===== src/rtl/id_recv_buffer.sv =====
// id_recv_buffer: receiving end of the IF->ID fetch handshake.
// Two-entry skid buffer (main + skid) between fetch and decode. ID_ready_o is
// decoded from the state flops only, so there is no combinational path from
// dec_ready_i or IF_valid_i back to the fetch stage. A flush empties it.
module id_recv_buffer #(
   parameter int PC_WIDTH   = 64,
   parameter int INST_WIDTH = 32
) (
   input  logic                  clk,
   input  logic                  rst_n,
   input  logic                  IF_valid_i,
   input  logic [PC_WIDTH-1:0]   IF_pc_i,
   input  logic [INST_WIDTH-1:0] IF_inst_i,
   output logic                  ID_ready_o,
   input  logic                  id_flush_i,
   output logic                  dec_valid_o,
   output logic [PC_WIDTH-1:0]   dec_pc_o,
   output logic [INST_WIDTH-1:0] dec_inst_o,
   input  logic                  dec_ready_i,
   output logic [1:0]            occupancy_o
);

   // The state encoding doubles as the occupancy count.
   typedef enum logic [1:0] {
      EMPTY = 2'd0,
      ONE   = 2'd1,
      FULL  = 2'd2
   } state_e;

   state_e                state_q, state_d;
   logic [PC_WIDTH-1:0]   main_pc_q, main_pc_d;
   logic [INST_WIDTH-1:0] main_inst_q, main_inst_d;
   logic [PC_WIDTH-1:0]   skid_pc_q, skid_pc_d;
   logic [INST_WIDTH-1:0] skid_inst_q, skid_inst_d;

   logic accept;
   logic pop;

   // Handshake qualifiers; ready depends on state only, valid is gated by flush.
   assign ID_ready_o  = (state_q != FULL);
   assign dec_valid_o = (state_q != EMPTY) && !id_flush_i;
   assign accept      = IF_valid_i && ID_ready_o && !id_flush_i;
   assign pop         = dec_valid_o && dec_ready_i;

   // The decoder always sees the main register; skid only backs it up.
   assign dec_pc_o    = main_pc_q;
   assign dec_inst_o  = main_inst_q;
   assign occupancy_o = state_q;

   // Next-state and data-path selection for the main/skid pair.
   always_comb begin
      // NOTE: every _d gets a hold value first so no path leaves it unassigned,
      // which would otherwise infer a latch.
      state_d     = state_q;
      main_pc_d   = main_pc_q;
      main_inst_d = main_inst_q;
      skid_pc_d   = skid_pc_q;
      skid_inst_d = skid_inst_q;

      if (id_flush_i) begin
         // Flush wins over everything; stale data is left in place.
         state_d = EMPTY;
      end else begin
         unique case (state_q)
            EMPTY: begin
               if (accept) begin
                  state_d     = ONE;
                  main_pc_d   = IF_pc_i;
                  main_inst_d = IF_inst_i;
               end
            end
            ONE: begin
               if (accept && !pop) begin
                  state_d     = FULL;
                  skid_pc_d   = IF_pc_i;
                  skid_inst_d = IF_inst_i;
               end else if (pop && !accept) begin
                  state_d = EMPTY;
               end else if (accept && pop) begin
                  main_pc_d   = IF_pc_i;
                  main_inst_d = IF_inst_i;
               end
            end
            FULL: begin
               // ready is low here, so only the decoder side can move.
               if (pop) begin
                  state_d     = ONE;
                  main_pc_d   = skid_pc_q;
                  main_inst_d = skid_inst_q;
               end
            end
            default: state_d = EMPTY;
         endcase
      end
   end

   // State and data registers with asynchronous active-low reset.
   always_ff @(posedge clk or negedge rst_n) begin
      if (!rst_n) begin
         // NOTE: the data registers are reset too so dec_pc_o/dec_inst_o read
         // zero out of reset instead of X.
         state_q     <= EMPTY;
         main_pc_q   <= '0;
         main_inst_q <= '0;
         skid_pc_q   <= '0;
         skid_inst_q <= '0;
      end else begin
         // NOTE: non-blocking so every flop samples the pre-edge values.
         state_q     <= state_d;
         main_pc_q   <= main_pc_d;
         main_inst_q <= main_inst_d;
         skid_pc_q   <= skid_pc_d;
         skid_inst_q <= skid_inst_d;
      end
   end

endmodule

===== config.mk =====
export PLATFORM = sky130hd
export DESIGN_NAME = id_recv_buffer
export DESIGN_NICKNAME = d
export VERILOG_FILES = /design/src/rtl/id_recv_buffer.sv
export SDC_FILE = /design/constraint.sdc
export NUM_CORES = 1
export LEC_CHECK = 0
export ABC_AREA = 1
export BUFFER_PORTS_ARGS = -buffer_cell sky130_fd_sc_hd__clkbuf_2
export CAP_MARGIN = 30
export CORE_MARGIN = 5
export CORE_UTILIZATION = 50
export DETAILED_ROUTE_END_ITERATION = 6
export GPL_TIMING_DRIVEN = 0
export PLACE_DENSITY = 0.75
export SETUP_SLACK_MARGIN = 0.1
export SYNTH_ARGS = -nofsm -noshare
export SYNTH_HDL_FRONTEND = slang
export SYNTH_SLANG_ARGS = --single-unit

===== constraint.sdc =====
create_clock -name clk -period 2.95 [get_ports clk]
set_input_delay 0.295 -clock clk [delete_from_list [all_inputs] [get_ports clk]]
set_output_delay 0.295 -clock clk [all_outputs]
set_load 0.02 [all_outputs]

[Word level (Yosys, flattened, before mapping)]
Index checks and enable logic that the tools add are counted.
W data, S select, Z words.
Word-level totals
  flip-flop bits (word level): 194
  bits of input ports: 101
  word-level logic and storage cells: 51
Cells by class
  eq/ne operators: 11
  mux-type cells: 18
  bitwise logic cells: 1
  reductions and logical operators: 16
Operators with widths (count)
  $mux W64: 5
  $pmux W64 S3: 1
  $mux W32: 5
  $pmux W32 S3: 1
  $ne A2 B2 Y1 const B: 6
  $mux W2: 5
  $logic_and A1 B1 Y1: 7
  $reduce_and A7 Y1: 1
  $ne A3 B3 Y1 const B: 2
  $pmux W2 S3: 1
  $reduce_and A3 Y1: 2
  $ne A4 B4 Y1 const B: 1
  $logic_not A1 Y1: 3
  $reduce_bool A3 Y1: 1
  $eq A2 B1 Y1 const B: 1
  $eq A2 B2 Y1 const B: 1
  $logic_not A2 Y1: 1
  $reduce_bool A2 Y1: 1
  $not A1 Y1: 1

[Logic depth before layout (Yosys ltp)]
Gate-level depths: netlist (run 1).
  depth after elaboration: 9
  mapped depth: 9
  depth with buffers taken out: 7

[Worst setup path after synthesis (run 1)]
No wires, ideal clock.
  kind: flip-flop to flip-flop
  start: reg state_q[1], in the netlist occupancy_o[1]
  end: reg skid_pc_q[47]
  arrival: 1.492 ns
  data required time: 2.831 ns
  setup slack: 1.339 ns
  stages on the path, launching flop included: 9
  cells stage by stage: dfrtp_1 > inv_2 > nor2_2 > nor2_1 > nand4_1 > buf_2 > buf_2 > nand2_1 > o21a_1
Between the ends
  cells in the longest elaborated chain, start to end: 6
  elaborated cells on any way between the ends: 10
  classes of those cells: eq/ne (2); reduce/logical (8)
RTL lines
  start: declaration: RTL line 30  | state_e state_q, state_d;
  start signal: assignment: RTL line 109  | state_q <= state_d;
  $reduce_bool A2 Y1: RTL line 41  | assign dec_valid_o = (state_q != EMPTY) && !id_flush_i;
  $logic_and A1 B1 Y1: RTL line 41
  $logic_and A1 B1 Y1: RTL line 43  | assign pop = dec_valid_o && dec_ready_i;
  $logic_not A1 Y1: RTL line 73  | if (accept && !pop) begin
  $logic_and A1 B1 Y1: RTL line 73
  $reduce_and A3 Y1 (no line) *
  end signal: assignment: RTL line 112  | skid_pc_q <= skid_pc_d;
  end: declaration: RTL line 33  | logic [PC_WIDTH-1:0] skid_pc_q, skid_pc_d;
Mark *: on every way between the ends. The rest lies on a longest branch, timed or not.
A chain may end at the register's enable or synchronous reset.

[Worst setup path in the final report (run 1)]
  start: reg state_q[1], in the netlist occupancy_o[1]
  end: reg skid_inst_q[13]
Between the ends
  cells in the longest elaborated chain, start to end: 6
  elaborated cells on any way between the ends: 10
  classes of those cells: eq/ne (2); reduce/logical (8)
RTL lines
  $reduce_bool A2 Y1: RTL line 41
  $logic_and A1 B1 Y1: RTL line 41
  $logic_and A1 B1 Y1: RTL line 43
  $logic_not A1 Y1: RTL line 73
  $logic_and A1 B1 Y1: RTL line 73
  $reduce_and A3 Y1 (no line) *
  end signal: assignment: RTL line 113  | skid_inst_q <= skid_inst_d;
  end: declaration: RTL line 34  | logic [INST_WIDTH-1:0] skid_inst_q, skid_inst_d;
Marked as above.

==> results_dict.tcl, run 1 <==
set metrics [dict create \
    worstSetupStartpoint "occupancy_o[1]$_DFFE_PN0P_" \
    num_io_pins 201 \
    drt.antenna.violating_nets 0 \
    synth_most_common_cell "sky130_fd_sc_hd__nand2_1" \
    cts_max_path_buffers 2 \
    post_route_worst_hold_slack_ns 0.0931 \
    run_status "completed" \
    drt_pass1_iterations 4 \
    clock_tree_from_tritoncts "built" \
    postSynth.asyncResetShare_pct 100 \
    floorplan.initialDensity_pct 51.1 \
    die-area_um2 19700 \
    synth-seq-cells 194 \
    grtUsageTotal_pct 23.0 \
    insertedDiodeCount 0 \
    layout-drive-gt1-share_pct 23.0 \
    route.detailed.drc 0 \
    globalRouteOverflowTotal 0 \
    fillerInstances 1415 \
    post-route-util_pct 62.8 \
    max_cap_violations 0 \
    worst_r2r_endpoint "skid_inst_q[13]$_DFFE_PN0P_" \
    finalHoldViolCount 0 \
    yosysSeqAreaShare_pct 57.3 \
    path_clk_slew_ns 0.07 \
    crit_arrival_ns 2.53 \
    post_synth_most_frequent_cells "201 x sky130_fd_sc_hd__nand2_1, 194 x sky130_fd_sc_hd__dfrtp_1, 130 x sky130_fd_sc_hd__o21a_1, 102 x sky130_fd_sc_hd__inv_1, 99 x sky130_fd_sc_hd__a21oi_1" \
    report.final.slew_viol_count 0 \
    leakagePower_nw 5.28 \
    mean_number_of_vias_per_cell 5.09 \
    synth_top_flop_cell "sky130_fd_sc_hd__dfrtp_1" \
    htreeDepth 4 \
    synth_top_area_cell "sky130_fd_sc_hd__dfrtp_1" \
    worstPathMaxFanout 10 \
    total_power_density_per_cell_area_nw_per_um2 923 \
    postSynthNetCount 1058 \
    route.detailed.wl_per_inst_um 15.7 \
    finClkSkew_ns 0.00548 \
    wirelength_um 22200 \
    crit_chain "inv_2, nor2_2, nor2_1, nand4_1, buf_2, clkbuf_1, o21ai_0" \
    critical_path_class "flip-flop to flip-flop" \
    timing.critical_path.slowest_cell_delay_ns 0.43 \
    critPathLaunchType "flip-flop" \
    detailedPlacementHpwl_um 15800 \
    synth_top_area_share_pct 57.3 \
    timing.hold.worst.class "primary input to flip-flop" \
    ctsRootBufferMaster "sky130_fd_sc_hd__clkbuf_16" \
    fmax_mhz 446 \
    buffer_ports.inserted 200 \
    slew_headroom_pct 62.7 \
    cell_area_after_synthesis_um2 8480 \
    design.core.area_um2 16600 \
    multi_input_comb_area_um2 2950 \
    worst-r2r-setup-slack_ns 0.71 \
    crit-reg2reg-launch "occupancy_o[1]$_DFFE_PN0P_" \
    grt_max_degree 77 \
    postCtsSetupRepairBufs 0 \
    number_of_enable_flip_flop_cells_after_synthesis 0 \
    overall_die_height_um 140 \
    fin_area_um2 10400 \
    die_w_um 140 \
    final-seq-area_um2 4850 \
    number_of_vias_after_detailed_routing 7192 \
    cts_made_buffers 17 \
    gpl.final_weighted_congestion 0.788 \
    syn-instance-count 957 \
    number_of_warnings_printed_during_yosys_synthesis 0 \
    place_area_um2 9820 \
    min_period_ns 2.24 \
    nets 1280 \
    worstSetupEndpointType "flip-flop" \
    timing.critical_path.required_ns 3.24 \
    area.growth.synth_to_final_pct 22.9 \
    critical_path_depth 7 \
    setup_viol 0 \
    timing.hold.worst.start "IF_pc_i[20]" \
    wire_length_of_the_first_global_routing_pass_um 36700 \
    ir_worst_vdd_mv 0.452 \
    via_count_of_the_first_global_routing_pass 7324 \
    drt_first_iter_violations 424 \
    syn-mean-instance-area_um2 8.86 \
    finalCritPeriodShare_pct 76.0 \
    worstSetupEndpoint "skid_inst_q[13]$_DFFE_PN0P_" \
    top_family_by_delay_on_critical_path "buffers and inverters" \
    r2r_cells 7 \
    cp_num_buf_inv 3 \
    setup_repair_after_global_routing_missed_its_margin "false" \
    num_rows 47 \
    clock-sinks 194 \
    synth.area.top_cells "sky130_fd_sc_hd__dfrtp_1 57%, sky130_fd_sc_hd__o21a_1 12%, sky130_fd_sc_hd__nand2_1 8.9%, sky130_fd_sc_hd__a21oi_1 5.8%, sky130_fd_sc_hd__inv_1 4.5%" \
    clock_insertion_delay_worst_skew_ns 0.43 \
    synth.lib_cells_used.distinct 16 \
    worst-slew-pin-transition_ns 0.559 \
    slowest_stage "sky130_fd_sc_hd__dfrtp_1" \
    antenna_found_initial 0 \
]
[area by class of cell]
| cell class | count | area share [%] |
|---|---|---|
| plain buffers | 62 | 2.72 |
| clock buffers | 20 | 4.39 |
| clock inverters | 12 | 1.26 |
| inverters | 104 | 3.75 |
| multi-input cells | 597 | 28.3 |
| flip-flops and latches | 194 | 46.6 |
| well taps | 220 | 2.64 |
| repair buffers | 203 | 10.3 |
[how the worst min path moves through the flow]
stage,end,cells past startpoint
after global routing,skid_pc_q[19]$_DFFE_PN0P_,2
after CTS,skid_pc_q[20]$_DFFE_PN0P_,2
final,skid_pc_q[20]$_DFFE_PN0P_,2
after floorplan,dec_inst_o[0]$_DFFE_PN0P_,0
after global placement,skid_pc_q[50]$_DFFE_PN0P_,2
after detailed placement,skid_pc_q[23]$_DFFE_PN0P_,1
[cells by family after synthesis]
group / share of synthesized area (%)
and+or+nand+nor: 13.7
DFF: 57.3
buffers and inverters: 7.94
AOI/OAI and AO/OA: 21.1
[cell usage in the layout (no fill, tap or decap), drive strengths merged, types with 7 or more instances in the layout]
| cell type | n |
|---|---|
| a21oi | 99 |
| buf | 44 |
| clkbuf | 240 |
| clkinv | 7 |
| dfrtp | 194 |
| inv | 106 |
| nand2 | 201 |
| nor2 | 99 |
| o21a | 130 |
| o21ai | 62 |
[power by group]
group	switching, mW	internal [mW]
Sequential	0.557	3.73
Combinational	1.90	1.12
Clock	1.01	1.30
[sequential cells by signal, summed over array words and instances, names as in the netlist]
name,flops
dec_pc_o,64
skid_pc_q,64
dec_inst_o,32
skid_inst_q,32
occupancy_o,2
[metal layers]
| layer | GRT usage [%] | wire, um |
|---|---|---|
| met5 | 0 | 0 |
| met4 | 5.05 | 223 |
| met3 | 5.69 | 1730 |
| met2 | 37.1 | 10400 |
| met1 | 31.9 | 9800 |
[stage by stage]
| step | total power [mW] | std cells | setup slack [ns] | TNS (ns) |
|---|---|---|---|---|
| 2_1_floorplan | 6.21 | 957 | 1.34 | 0 |
| 3_3_place_gp | 7.22 | 1377 | -2.16 | -416.50 |
| 3_5_place_dp | 7.36 | 1379 | 0.717 | 0 |
| 4_1_cts | 9.69 | 1412 | 0.720 | 0 |
| 5_1_grt | 10.2 | 1412 | 0.546 | 0 |
| 6_report | 9.61 | 1412 | 0.707 | 0 |
[repair_timing]
item,4_1_cts,5_1_grt
hold endpoints to repair,44,0
resized for setup,0,0
hold buffers,1,0
Note: power is estimated with default switching activity, not from simulation.
==> run 2, diff against run 1 <==
- clock period: 2.95 -> 2.2 ns (I/O delays scaled with it)
==> run 2 against run 1 <==
Compared with the run above: cell area rose by 0.17%; sequential power is 34% higher; clock skew is 0.0016 ns higher; utilization up 0.11 points; first-iteration DRC count down 4.5%; routed wire length up 0.38%; global-route usage unchanged; largest cell class unchanged; non-clock buffer count unchanged; register-to-register slack worse by 0.50 ns; largest power group unchanged.
==> results_dict.tcl, run 2 (synthesis results as in run 1) <==
set metrics [dict create \
    placed_cells 1379 \
    min_period_ns 2.00 \
    report.final.slew_viol_count 0 \
    htreeDepth 4 \
    overall_die_height_um 140 \
    via_count_of_the_first_global_routing_pass 7331 \
    critPathLaunchType "flip-flop" \
    critical_path_class "flip-flop to flip-flop" \
    detailedPlacementHpwl_um 15800 \
    worstPathMaxFanout 10 \
    post_route_worst_hold_slack_ns 0.0202 \
    worst_r2r_endpoint "skid_pc_q[9]$_DFFE_PN0P_" \
    fmax_mhz 501 \
    ctsRootBufferMaster "sky130_fd_sc_hd__clkbuf_16" \
    path_clk_slew_ns 0.07 \
    place_area_um2 9820 \
    setup_viol 0 \
    drt_pass1_iterations 5 \
    worst-slew-pin-transition_ns 0.557 \
    insertedDiodeCount 0 \
    fin_area_um2 10400 \
    antenna_found_initial 0 \
    num_io_pins 201 \
    buffer_ports.inserted 200 \
    design.core.area_um2 16600 \
    nets 1280 \
    slowest_stage "sky130_fd_sc_hd__dfrtp_1" \
    total_power_density_per_cell_area_nw_per_um2 1240 \
    timing.hold.worst_endpoint "skid_pc_q[20]$_DFFE_PN0P_" \
    cts_made_buffers 17 \
    layout-drive-gt1-share_pct 23.2 \
    wire_length_of_the_first_global_routing_pass_um 36700 \
    timing.critical_path.slowest_cell_delay_ns 0.43 \
    clock_tree_from_tritoncts "built" \
    mean_number_of_vias_per_cell 5.08 \
    area.growth.synth_to_final_pct 23.1 \
    die-area_um2 19700 \
    finalHoldViolCount 0 \
    clock-sinks 194 \
    r2r_cells 7 \
    drt.antenna.violating_nets 0 \
    top_family_by_delay_on_critical_path "buffers and inverters" \
    finalCritPeriodShare_pct 90.7 \
    grtUsageTotal_pct 23.0 \
    grt_max_degree 77 \
    globalRouteOverflowTotal 0 \
    crit_chain "inv_2, nor2_4, nor2_1, nand4_1, clkbuf_4, clkbuf_1, o21ai_0" \
    crit-reg2reg-launch "occupancy_o[1]$_DFFE_PN0P_" \
    worst-r2r-setup-slack_ns 0.20 \
    wirelength_um 22300 \
    timing.hold.worst_path_depth 2 \
    layoutNonFillerInstCount 1412 \
    number_of_vias_after_detailed_routing 7174 \
    clock_insertion_delay_worst_skew_ns 0.43 \
    final.setup.worst_slack_ns 0.204 \
    setup_repair_after_global_routing_missed_its_margin "true" \
    drt_first_iter_violations 405 \
    route.detailed.drc 0 \
    ir_worst_vdd_mv 0.607 \
    num_rows 47 \
    worstSetupEndpointType "flip-flop" \
    leakagePower_nw 5.29 \
    slew_headroom_pct 62.9 \
    max_cap_violations 0 \
    layout.cells.most_common_list "201 x sky130_fd_sc_hd__nand2_1, 201 x sky130_fd_sc_hd__clkbuf_2, 194 x sky130_fd_sc_hd__dfrtp_1" \
    timing.critical_path.required_ns 2.48 \
    cp_num_buf_inv 3 \
    crit_arrival_ns 2.28 \
    run_status "completed" \
    die_w_um 140 \
    pre_cts_ws_ns -0.0328 \
    timing.hold.worst.class "primary input to flip-flop" \
    floorplan.initialDensity_pct 51.1 \
    route.detailed.wl_per_inst_um 15.8 \
    timing.hold.worst.start "IF_pc_i[20]" \
    gpl.final_weighted_congestion 0.788 \
    finClkSkew_ns 0.00708 \
    postCtsSetupRepairBufs 0 \
    cts_max_path_buffers 2 \
]
==> run 2: how the worst max path moves through the flow <==
stage / start / to / slack, ns / cells after the start
final: occupancy_o[1]$_DFFE_PN0P_ / skid_pc_q[9]$_DFFE_PN0P_ / 0.20 / 7
after global routing: occupancy_o[1]$_DFFE_PN0P_ / skid_inst_q[22]$_DFFE_PN0P_ / 0.03 / 7
after CTS: occupancy_o[0]$_DFFE_PN0P_ / ID_ready_o / 0.06 / 4
after detailed placement: occupancy_o[1]$_DFFE_PN0P_ / skid_inst_q[24]$_DFFE_PN0P_ / -0.03 / 7
after global placement: rst_n / dec_inst_o[20]$_DFFE_PN0P_ / -2.84 / 1
after floorplan: occupancy_o[1]$_DFFE_PN0P_ / skid_pc_q[47]$_DFFE_PN0P_ / 0.59 / 8
==> run 2: stage by stage <==
step | power (mW) | setup TNS [ns] | util, %
floorplan | 8.33 | 0 | -
global placement | 9.68 | -547.45 | 58.8
detailed placement | 9.87 | -0.155 | 59.2
CTS | 13.0 | 0 | 62.8
global route | 13.7 | 0 | 62.9
finish | 12.9 | 0 | 62.9
==> run 2: what timing repair did <==
action	CTS	global route
gates resized for setup	1	9
hold endpoints to repair	44	0
cloned	0	0
endpoints found under the setup margin	86	146
hold buffers	1	0
==> run 2: worst register-to-register path, cell delays in order (launching register included) <==
cell and delay (ns):
sky130_fd_sc_hd__dfrtp_1 0.43, sky130_fd_sc_hd__inv_2 0.09, sky130_fd_sc_hd__nor2_4 0.26, sky130_fd_sc_hd__nor2_1 0.10, sky130_fd_sc_hd__nand4_1 0.17, sky130_fd_sc_hd__clkbuf_4 0.28, sky130_fd_sc_hd__clkbuf_1 0.36, sky130_fd_sc_hd__o21ai_0 0.16
==> run 2: where the power goes <==
group	leakage (nW)	switching, mW	internal, mW
Combinational	2.78	2.55	1.51
Sequential	2.21	0.751	5.00
Clock	0.291	1.36	1.74
Total	5.29	4.66	8.25
==> run 2: area by class of cell <==
class / count / area (um^2)
Fill cell: 1415 / 6150
Sequential cell: 194 / 4850
Inverter: 104 / 390
Buffer: 62 / 295
Tap cell: 220 / 275
Timing Repair Buffer: 203 / 1070
Clock buffer: 20 / 457
Clock inverter: 12 / 131
Multi-Input combinational cell: 597 / 2950
==> run 2: layer usage <==
metal	vias to the layer above	wire, um	track usage (%)
met5	-	0	0
met4	0	214	5.10
met3	16	1730	5.69
met2	224	10500	37.0
met1	3436	9830	31.9
li1	3498	-	-
==> run 3, diff against run 2 <==
- CORE_ASPECT_RATIO: default -> 0.6
==> run 3 against run 2 <==
Compared with the run above: die area is 0.44% higher; sequential power is essentially flat; clock power decreased by 4%; count of clock-buffer cells in the layout decreased by 1; power shrank 1.1%; final cell count increased by 0.42%; fmax increased by 5.9%; cell area shrank 0.30%; flip-flop and latch count is the same; largest cell class unchanged.
==> results_dict.tcl, run 3 (synthesis results as in run 1) <==
set metrics [dict create \
    run_status "completed" \
    finalCritPeriodShare_pct 85.7 \
    timing.hold.worst_path_depth 2 \
    layout-drive-gt1-share_pct 23.4 \
    wirelength_um 22400 \
    finClkSkew_ns 0.0153 \
    setup_viol 0 \
    timing.hold.worst_endpoint "skid_pc_q[24]$_DFFE_PN0P_" \
    ir_worst_vdd_mv 0.569 \
    route.detailed.wl_per_inst_um 15.8 \
    cts_max_path_buffers 2 \
    postCtsSetupRepairBufs 0 \
    num_io_pins 201 \
    worst-r2r-setup-slack_ns 0.31 \
    number_of_vias_after_detailed_routing 7100 \
    grtUsageTotal_pct 23.1 \
    worst_r2r_endpoint "skid_pc_q[47]$_DFFE_PN0P_" \
    placed_cells 1386 \
    layout_commonest_cell "sky130_fd_sc_hd__clkbuf_2" \
    clock-sinks 194 \
    crit_chain "inv_2, nand2_1, nand3_1, nand4_1, buf_2, buf_2, nand2_1, o21a_1" \
    met2_wirelength_um 9480 \
    met3_routed_length_um 1410 \
    setup_repair_after_global_routing_missed_its_margin "false" \
    fillerInstances 1424 \
    via_count_of_the_first_global_routing_pass 7040 \
    grt_max_degree 109 \
    wire_length_of_the_first_global_routing_pass_um 36600 \
    worst-slew-pin-transition_ns 0.707 \
    drt_first_iter_violations 539 \
    path_clk_slew_ns 0.08 \
    num_rows 36 \
    timing.hold.worst.class "primary input to flip-flop" \
    clock_insertion_delay_worst_skew_ns 0.42 \
    timing.critical_path.slowest_cell_delay_ns 0.42 \
    die-area_um2 19700 \
    report.final.slew_viol_count 0 \
    route.detailed.drc 0 \
    worstSetupEndpointType "flip-flop" \
    r2r_cells 8 \
    critical_path_class "flip-flop to flip-flop" \
    buffer_ports.inserted 200 \
    clock_tree_from_tritoncts "built" \
    layout.cells.most_common_list "204 x sky130_fd_sc_hd__clkbuf_2, 201 x sky130_fd_sc_hd__nand2_1, 194 x sky130_fd_sc_hd__dfrtp_1" \
    max_cap_violations 0 \
    antenna_found_initial 0 \
    met1_length_um 11500 \
    drt_pass1_iterations 4 \
    slowest_stage "sky130_fd_sc_hd__dfrtp_1" \
    insertedDiodeCount 0 \
    finalHoldViolCount 0 \
    timing.critical_path.required_ns 2.51 \
    total_power_density_per_cell_area_nw_per_um2 1230 \
    leakagePower_nw 5.26 \
    mean_number_of_vias_per_cell 5.01 \
    totalNegativeSetupSlack_ns 0 \
    post-route-util_pct 63.3 \
    min_period_ns 1.89 \
    ctsRootBufferMaster "sky130_fd_sc_hd__clkbuf_16" \
    detailedPlacementHpwl_um 16000 \
    drt.antenna.violating_nets 0 \
    floorplan.initialDensity_pct 51.6 \
    layoutNonFillerInstCount 1418 \
    timing.hold.worst.start "IF_pc_i[24]" \
    nets 1279 \
    fmax_mhz 530 \
    area.growth.synth_to_final_pct 22.7 \
    crit_arrival_ns 2.19 \
    cts_made_buffers 17 \
    die_w_um 178 \
    worstPathMaxFanout 10 \
    globalRouteOverflowTotal 0 \
    overall_die_height_um 111 \
    htreeDepth 4 \
    crit-reg2reg-launch "occupancy_o[0]$_DFFE_PN0P_" \
    slew_headroom_pct 52.9 \
    critPathLaunchType "flip-flop" \
    top_signal_layer_used "met4" \
    design.core.area_um2 16400 \
    gpl.final_weighted_congestion 0.831 \
]
[run 3: cell count changes in the layout (fill, tap and decap cells not counted), moves of 2 or more]
| cell | previous run | this run |
|---|---|---|
| sky130_fd_sc_hd__clkinv_2 | 4 | 0 |
| sky130_fd_sc_hd__inv_8 | 0 | 4 |
| sky130_fd_sc_hd__clkbuf_2 | 201 | 204 |
| sky130_fd_sc_hd__bufinv_16 | 2 | 0 |
| sky130_fd_sc_hd__clkbuf_1 | 18 | 16 |
[run 3: through the flow]
step                setup slack, ns  hold slack [ns]  total power, mW  cell area [um^2]
finish                        0.315           0.0268             12.8             10400
global route                  0.103           0.0156             13.6             10400
floorplan                     0.589          -0.0756             8.33              8480
detailed placement          0.00314            0.328             9.83              9800
global placement              -2.83            0.454             9.69              9760
CTS                           0.119           0.0159             12.8             10400
[run 3: cell type report]
class	count	area, um^2	area share, %
Timing Repair Buffer	202	1050	10.1
Tap cell	228	285	2.74
Clock inverter	12	121	1.17
Clock buffer	19	443	4.26
Sequential cell	194	4850	46.7
Inverter	104	390	3.75
Buffer	62	302	2.90
Multi-Input combinational cell	597	2960	28.4
[run 3: what timing repair did]
action / CTS / global route
setup endpoints to repair: 10 / 171
hold buffers: 1 / 0
resized for setup: 1 / 16
endpoints found under the hold margin: 86 / 0
[run 3: worst max-delay path, delay by kind of cell, from the launching register on]
kind | cells | cell delay (ns)
AO/OA/AOI/OAI | 1 | 0.11
buffers and inverters | 3 | 0.71
flip-flops | 1 | 0.42
AND/OR/NAND/NOR | 4 | 0.52
[run 3: metal layers]
metal  GRT usage (%)  up-vias
met5               0        -
met1            36.9     3379
li1                -     3504
met2            32.9      208
met4            3.04        0
met3            4.98        9
[run 3: worst max-delay path by stage]
| stage | from | to | depth (start not counted) |
|---|---|---|---|
| floorplan | occupancy_o[1]$_DFFE_PN0P_ | skid_pc_q[47]$_DFFE_PN0P_ | 8 |
| detailed placement | occupancy_o[1]$_DFFE_PN0P_ | skid_pc_q[12]$_DFFE_PN0P_ | 7 |
| finish | occupancy_o[0]$_DFFE_PN0P_ | skid_pc_q[47]$_DFFE_PN0P_ | 8 |
| CTS | occupancy_o[1]$_DFFE_PN0P_ | skid_inst_q[15]$_DFFE_PN0P_ | 7 |
| global placement | rst_n | dec_inst_o[26]$_DFFE_PN0P_ | 1 |
| global route | occupancy_o[1]$_DFFE_PN0P_ | skid_pc_q[47]$_DFFE_PN0P_ | 8 |
[run 3: report_power, final]
| group | switching, mW | internal (mW) | leakage [nW] |
|---|---|---|---|
| registers | 0.743 | 5.00 | 2.21 |
| clock network | 1.47 | 1.53 | 0.275 |
| logic | 2.53 | 1.50 | 2.78 |
